===== config.mk =====
export PLATFORM = sky130hd
export DESIGN_NAME = mpu_regs_writeback
export DESIGN_NICKNAME = d
export VERILOG_FILES = /design/src/rtl/mpu_regs_writeback.sv
export SDC_FILE = /design/constraint.sdc
export NUM_CORES = 1
export LEC_CHECK = 0
export BUFFER_PORTS_ARGS = -buffer_cell sky130_fd_sc_hd__buf_2
export CAP_MARGIN = 20
export CORE_AREA = 8 8 220 222
export DETAILED_ROUTE_END_ITERATION = 8
export DIE_AREA = 0 0 228 230
export HOLD_SLACK_MARGIN = 0.05
export PLACE_DENSITY = 0.59
export SLEW_MARGIN = 5
export SYNTH_ARGS = -nofsm -noshare
export SYNTH_HDL_FRONTEND = slang
export SYNTH_SLANG_ARGS = --single-unit

===== constraint.sdc =====
create_clock -name sys_clk -period 8.8 [get_ports sys_clk]
set_input_delay 0.44 -clock sys_clk [delete_from_list [all_inputs] [get_ports sys_clk]]
set_output_delay 0.44 -clock sys_clk [all_outputs]
set_load 0.01 [all_outputs]

===== src/rtl/mpu_regs_writeback.sv =====
// Write-back sequencer for mpu_registers: buffers sized register-write requests in an
// in-order FIFO, issues one per enabled cycle, and flags reads of still-pending indices.
module mpu_regs_writeback #(
    parameter int DEPTH = 4,
    parameter int IDX_W = 5
) (
    input  logic                         sys_clk,
    input  logic                         sys_rst,
    input  logic                         en,
    input  logic                         req_valid,
    output logic                         req_ready,
    input  logic [IDX_W-1:0]             req_idx,
    input  logic [63:0]                  req_data,
    input  logic [1:0]                   req_size,
    input  logic [2:0]                   req_sel,
    input  logic [2:0]                   req_r_sel,
    output logic                         we,
    output logic [IDX_W-1:0]             w_idx,
    output logic [63:0]                  w_data,
    output logic [1:0]                   w_size,
    output logic [2:0]                   w_sel,
    output logic [2:0]                   w_r_sel,
    input  logic [IDX_W-1:0]             r_idx0,
    input  logic [IDX_W-1:0]             r_idx1,
    input  logic [IDX_W-1:0]             r_idx2,
    input  logic [IDX_W-1:0]             r_idx3,
    output logic                         r_pend0,
    output logic                         r_pend1,
    output logic                         r_pend2,
    output logic                         r_pend3,
    output logic [$clog2(DEPTH+1)-1:0]   count
);

    localparam int PTR_W = $clog2(DEPTH);
    localparam int CNT_W = $clog2(DEPTH+1);

    typedef struct packed {
        logic [IDX_W-1:0] idx;
        logic [63:0]      data;
        logic [1:0]       size;
        logic [2:0]       sel;
        logic [2:0]       r_sel;
    } entry_t;

    entry_t           mem [DEPTH];
    entry_t           head;
    logic [PTR_W-1:0] wr_ptr;
    logic [PTR_W-1:0] rd_ptr;
    logic             push;
    logic             pop;
    logic [PTR_W-1:0] offs [DEPTH];
    logic [DEPTH-1:0] slot_valid;
    logic [IDX_W-1:0] r_idx [4];
    logic [3:0]       pend;

    // A pop in the same cycle never frees a slot, so a full FIFO always refuses.
    assign req_ready = (count < CNT_W'(DEPTH));
    assign push      = req_valid & req_ready;
    assign pop       = en & (count != '0);
    assign head      = mem[rd_ptr];

    // NOTE: the storage array has no reset; validity comes from rd_ptr/count alone.
    always_ff @(posedge sys_clk) begin
        if (push) begin
            mem[wr_ptr] <= {req_idx, req_data, req_size, req_sel, req_r_sel};
        end
    end

    // NOTE: sequential state uses non-blocking assignments so all registers update together.
    always_ff @(posedge sys_clk) begin
        if (sys_rst) begin
            wr_ptr <= '0;
            rd_ptr <= '0;
            count  <= '0;
        end else begin
            if (push) wr_ptr <= wr_ptr + PTR_W'(1);
            if (pop)  rd_ptr <= rd_ptr + PTR_W'(1);
            count <= count + CNT_W'(push) - CNT_W'(pop);
        end
    end

    always_ff @(posedge sys_clk) begin
        if (sys_rst) begin
            we      <= 1'b0;
            w_idx   <= '0;
            w_data  <= '0;
            w_size  <= '0;
            w_sel   <= '0;
            w_r_sel <= '0;
        end else if (pop) begin
            we      <= 1'b1;
            w_idx   <= head.idx;
            w_data  <= head.data;
            w_size  <= head.size;
            w_sel   <= head.sel;
            w_r_sel <= head.r_sel;
        end else begin
            we <= 1'b0;
        end
    end

    // Slot s is live when its distance from rd_ptr (mod DEPTH) is below the occupancy.
    for (genvar s = 0; s < DEPTH; s++) begin : g_slot
        assign offs[s]       = PTR_W'(s) - rd_ptr;
        assign slot_valid[s] = (CNT_W'(offs[s]) < count);
    end

    assign r_idx[0] = r_idx0;
    assign r_idx[1] = r_idx1;
    assign r_idx[2] = r_idx2;
    assign r_idx[3] = r_idx3;

    // NOTE: every always_comb output gets a default first so no latch is inferred.
    always_comb begin
        for (int p = 0; p < 4; p++) begin
            pend[p] = we && (w_idx == r_idx[p]);
            for (int s = 0; s < DEPTH; s++) begin
                if (slot_valid[s] && (mem[s].idx == r_idx[p])) pend[p] = 1'b1;
            end
        end
    end

    assign r_pend0 = pend[0];
    assign r_pend1 = pend[1];
    assign r_pend2 = pend[2];
    assign r_pend3 = pend[3];

endmodule


# Word-level counts from Yosys, hierarchy flattened
# Memory sizes are Yosys's and may differ from the RTL's. A register that Yosys moved wholly into a read port is not among the register bits.
# Index checks and enable logic that the tools add are counted.
[totals] ff_bits=8 ramBits=308 input_bits=101 out_inout_bits=86 word_cells=80 mem_count=1
[classes] addsub=8 order_cmp=5 n_eq_ne=20 mux=19 n_bitwise=2 reduce_logical=21
[mem_list] memory="mem" depth=4 width=77 read_ports=5 rd_ports_with_merged_regs=1 wr=1 line_no="45" rtl="entry_t mem [DEPTH];"
[op_table] op="equality test 5 bit" count=20
[op_table] op="logical AND 1 bit" count=20
[op_table] op="2-to-1 mux 1 bit" count=19
[op_table] op="< comparator 2 x 3 -> 1 bit" count=4
[op_table] op="adder 2 x 1 -> 2 bit, second input constant" count=2
[op_table] op="subtractor 1 x 2 -> 2 bit, first input constant" count=2
[op_table] op="subtractor 2 bit, first input constant" count=2
[op_table] op="adder 3 x 1 -> 3 bit" count=1
[op_table] op="< comparator 3 bit, second input constant" count=1
[op_table] op="nonzero test 3 bit" count=1
[op_table] op="subtractor 3 x 1 -> 3 bit" count=1
[op_table] op="bitwise AND 1 bit" count=2

# Depth between registers and ports, before layout
[logic_depth] ltp_word=7 ltp_mapped=11 ltp_nobuf=10

# Worst setup path after synthesis
# No wires, ideal clock.
[synth_path] path_type="input-to-reg" start="in req_valid" end="mem mem[0][0] in the netlist's numbering (enable)" setup_time_ns=0.444 t_arrival_ns=2.616 required_ns=8.356 slack_ns=5.741 path_stages=3 n_path_buf=1 cell_sequence="nor2b_1 > clkbuf_1 > and2_1"
[synth_via] elab_chain_len=3
[synth_lines] element="start, declared" line_no="10" rtl="input logic req_valid,"
[synth_lines] element="bitwise AND 1 bit" line_no="58" rtl="assign push = req_valid & req_ready;"
[synth_lines] element="2-to-1 mux 1 bit" line_no="64" rtl="if (push) begin"
[synth_lines] element="2-to-1 mux 1 bit (not written as such)" line_no="65" rtl="mem[wr_ptr] <= {req_idx, req_data, req_size, req_sel, req_r_sel};"
[synth_lines] element="end, declared" line_no="45"
# No other way between the ends.

# Final worst setup path
[layout_path] start="reg rd_ptr[1]" end="out r_pend0"
[layout_via] elab_chain_len=7 elab_cells_between_ends=16 cone_classes="add/sub: 4; order compare: 4; mux: 4; reduce/logical: 4"
[layout_lines] element="start, declared" line_no="48" rtl="logic [PTR_W-1:0] rd_ptr;"
[layout_lines] element="start signal, assigned" line_no="77" rtl="if (pop) rd_ptr <= rd_ptr + PTR_W'(1);"
[layout_lines] element="subtractor 1 x 2 -> 2 bit" line_no="104" rtl="assign offs[s] = PTR_W'(s) - rd_ptr;"
[layout_lines] element="< comparator 2 x 3 -> 1 bit" line_no="105" rtl="assign slot_valid[s] = (CNT_W'(offs[s]) < count);"
[layout_lines] element="logical AND 1 bit" line_no="118" rtl="if (slot_valid[s] && (mem[s].idx == r_idx[p])) pend[p] = 1'b1;"
[layout_lines] element="2-to-1 mux 1 bit (3 in a row)" line_no="118"
[layout_lines] element="2-to-1 mux 1 bit (*)" line_no="118"
[layout_lines] element="end, declared" line_no="27" rtl="output logic r_pend0,"
# Mark *: on every way between the ends. The rest lies on a longest branch, timed or not.

==> results.yml <==
status:
  status: "finished clean"
detailed_routing:
  wire_per_inst_um: 21.2
  drtIter0Drc: 475
  final_antenna_net_count: 0
  drt_wl_total_mm: 37.6
  routed-via-count: 8552
  drc: 0
  detail_route.first_pass.iterations: 4
  via_per_inst: 4.81
placed_design:
  place.gp.congestion: 0.816
  pre_cts_ws_ns: 5.78
  place_area_um2: 17000
  hpwl_mm: 22.4
  io_buffers: 186
critical_path:
  r2r_start: "count[2]"
  start_kind: "register"
  worst_r2r_endpoint: "mem[0][39]"
  arrival_ns: 3.07
  crit_buf_inv: 2
  crit_top_cell: "nand4_1"
  r2r_setup_slack_ns: 5.94
  cp_top_family: "flip-flops"
  slowest_stage: "dfxtp_4"
  worstSetupEndpointType: "output pin"
  crit_required_ns: 8.36
  worstRegToRegCells: 3
  critPathMaxStageDelay_ns: 0.80
  critPathMaxFanout: 40
  crit_chain: "inv_1, ha_1, a21oi_1, o21ai_0, nand4_1, nand4_1, buf_2"
  critical_path_class: "reg -> out"
layout:
  layout.nets: 1251
  fin_area_um2: 18500
  seq_area_um2: 11000
  num-fill-cells: 4149
  drive_above_1_share_pct: 29.8
  multi_input_area_um2: 4190
  syn_to_final_growth_pct: 18.8
cts:
  insertion_delay_ns: 0.56
  cts_root_buf: "clkbuf_16"
  clk_pin_slew_worst_paths_ns: 0.06
  h-tree-depth: 2
  cts_hold_buf: 0
  cts_setup_buffers: 0
  clk_path_buf_depth: 3
  cts_resized: 0
  clkSinkCount: 393
  cts_tree: "built"
  cts_made_buffers: 42
power_and_ir_drop:
  peakVddDrop_mv: 0.161
  p_leak_nw: 6.41
  power_density_nw_per_um2: 291
  clkPwrFrac_pct: 34.1
  switching_share_pct: 27.9
  combPwrFrac_pct: 21.2
  intPower_mw: 3.88
  pwr-share-seq_pct: 44.7
  p_sw_mw: 1.50
floorplanning:
  die_h_um: 230
  start_util_pct: 34.7
  dieArea_um2: 52400
  core-area_um2: 44900
  die_w_um: 228
  ios: 187
  rows: 78
grt:
  grt_pass1_vias: 9129
  antenna_found_initial: 5
  grt_pass1_wl_mm: 56.7
  grt_overflow: 0
  grt_max_degree: 79
  grt_use_total_pct: 14.1
sta:
  relSlewSlack_pct: 38.2
  fin_skew_ns: 0.0161
  finalMaxSlewViolations: 0
  clock.fmax_mhz: 285
  setup_ws_ns: 5.29
  rsz0062_at_grt: "no"
  fin_setup_tns_ns: 0
  period_needed_ns: 3.51
  setup-violations-final: 0
  period_share_pct: 39.8
  hold_violations: 0
  worstMarginPinSlew_ns: 0.928
hold_path:
  holdPathStages: 1
  hp-class: "in -> reg"
  hp-start: "req_data[0]"
  hold_end: "mem[0][8]"
synth:
  syn-num-nets: 1099
  synthArstFlopShare_pct: 0
  synth_area_um2: 15600
  synth_warnings: 0
  syn-instance-count: 987
  ys_types: 31
  synth_flop_cell: "edfxtp_1"
  synth-seq-cells: 393
  synth-edff-count: 308
  synth_seq_area_share_pct: 70.4
  synth_area_per_cell_um2: 15.8
run:
  max-cap-violations: 0
-- layer usage --
layer  up-vias  share of wire (%)  wire length [um]  GRT usage, %
li1       3942                  -                 -             -
met1      4327                 42             15900          17.4
met2       219                 50             18800          24.3
met3        60                5.5              2070          3.19
met4         4                2.1               797          4.71
met5         -              0.069                26             0
-- worst register-to-register path, delay by kind of cell (launching register included) --
kind,cells,cell delay [ns]
buffers and inverters,1,0.73
and+or+nand+nor,2,1.25
DFF,1,0.41
-- cells by family after synthesis --
family | count (synthesis) | share of synthesized area (%)
flops | 393 | 70.4
simple gates | 212 | 5.79
xor+xnor | 106 | 5.97
buf+inv | 99 | 2.71
compound gates | 89 | 3.06
mux | 77 | 11.1
fa+ha+maj | 11 | 0.933
-- registers in the layout (all words and copies together), names as in the netlist --
register  flops
rd_ptr        2
w_data       64
we            1
w_r_sel       3
mem         308
count         3
w_sel         3
w_size        2
wr_ptr        2
w_idx         5
-- how the worst max path moves through the flow --
stage / from / endpoint / slack (ns) / cells after the start
detailed placement: req_valid / mem[0][34] / 5.78 / 4
CTS: rd_ptr[1] / r_pend0 / 5.19 / 7
floorplan: req_valid / mem[0][0] / 5.74 / 3
finish: rd_ptr[1] / r_pend0 / 5.29 / 7
global placement: req_valid / mem[0][58] / 5.78 / 4
global route: rd_ptr[1] / r_pend0 / 4.96 / 8
-- power groups by stage --
stage	clock (mW)	combinational (mW)	sequential [mW]
global route	1.95	1.26	2.43
global placement	0	1.16	2.44
finish	1.83	1.14	2.40
floorplan	0	0.788	2.42
detailed placement	0	1.17	2.45
CTS	1.88	1.17	2.41
-- cell usage in the layout (no fill, tap or decap), types with 9 or more instances in the layout --
cell type    n
buf_2      185
xnor2_1     54
ha_1        10
inv_1        9
nor2_1       9
xor2_1      52
edfxtp_1   308
buf_4       10
clkbuf_16   43
a21oi_1     80
mux4_2      77
clkbuf_8     9
dfxtp_1     83
nand2_1    155
nand4_1     12
-- metrics by stage --
step	cells	power [mW]	util, %	hold slack [ns]
after global routing	1773	5.64	41.1	0.0627
final	1777	5.38	41.2	0.0912
after floorplan	987	3.21	-	0.481
after CTS	1772	5.47	41.1	0.0511
after detailed placement	1694	3.62	37.8	0.444
after global placement	1693	3.60	37.7	0.441
-- synthesized netlist by cell type (all sizes together) (3+ instances only) --
master	instances	area, um^2
a21oi	80	400
a31oi	4	25.0
and2	4	25.0
buf	33	174
clkbuf	56	210
dfxtp	85	1700
edfxtp	308	9250
ha	10	125
inv	10	37.5
mux4	77	1730
nand2	155	582
nand3	8	40.0
nand4	12	75.1
nor2	9	33.8
nor2b	3	18.8
nor3	8	40.0
nor4	8	50.1
or4	4	30.0
xnor2	54	473
xor2	52	455
-- final cells by class --
type	instances	share of cell area, %
Timing Repair Buffer	197	5.72
Clock inverter	19	1.30
Inverter	10	0.210
Clock buffer	59	6.64
Multi-Input combinational cell	495	22.7
Sequential cell	393	59.3
Tap cell	600	4.06
Antenna cell	4	0.0542
Note: power is estimated with default switching activity, not from simulation.
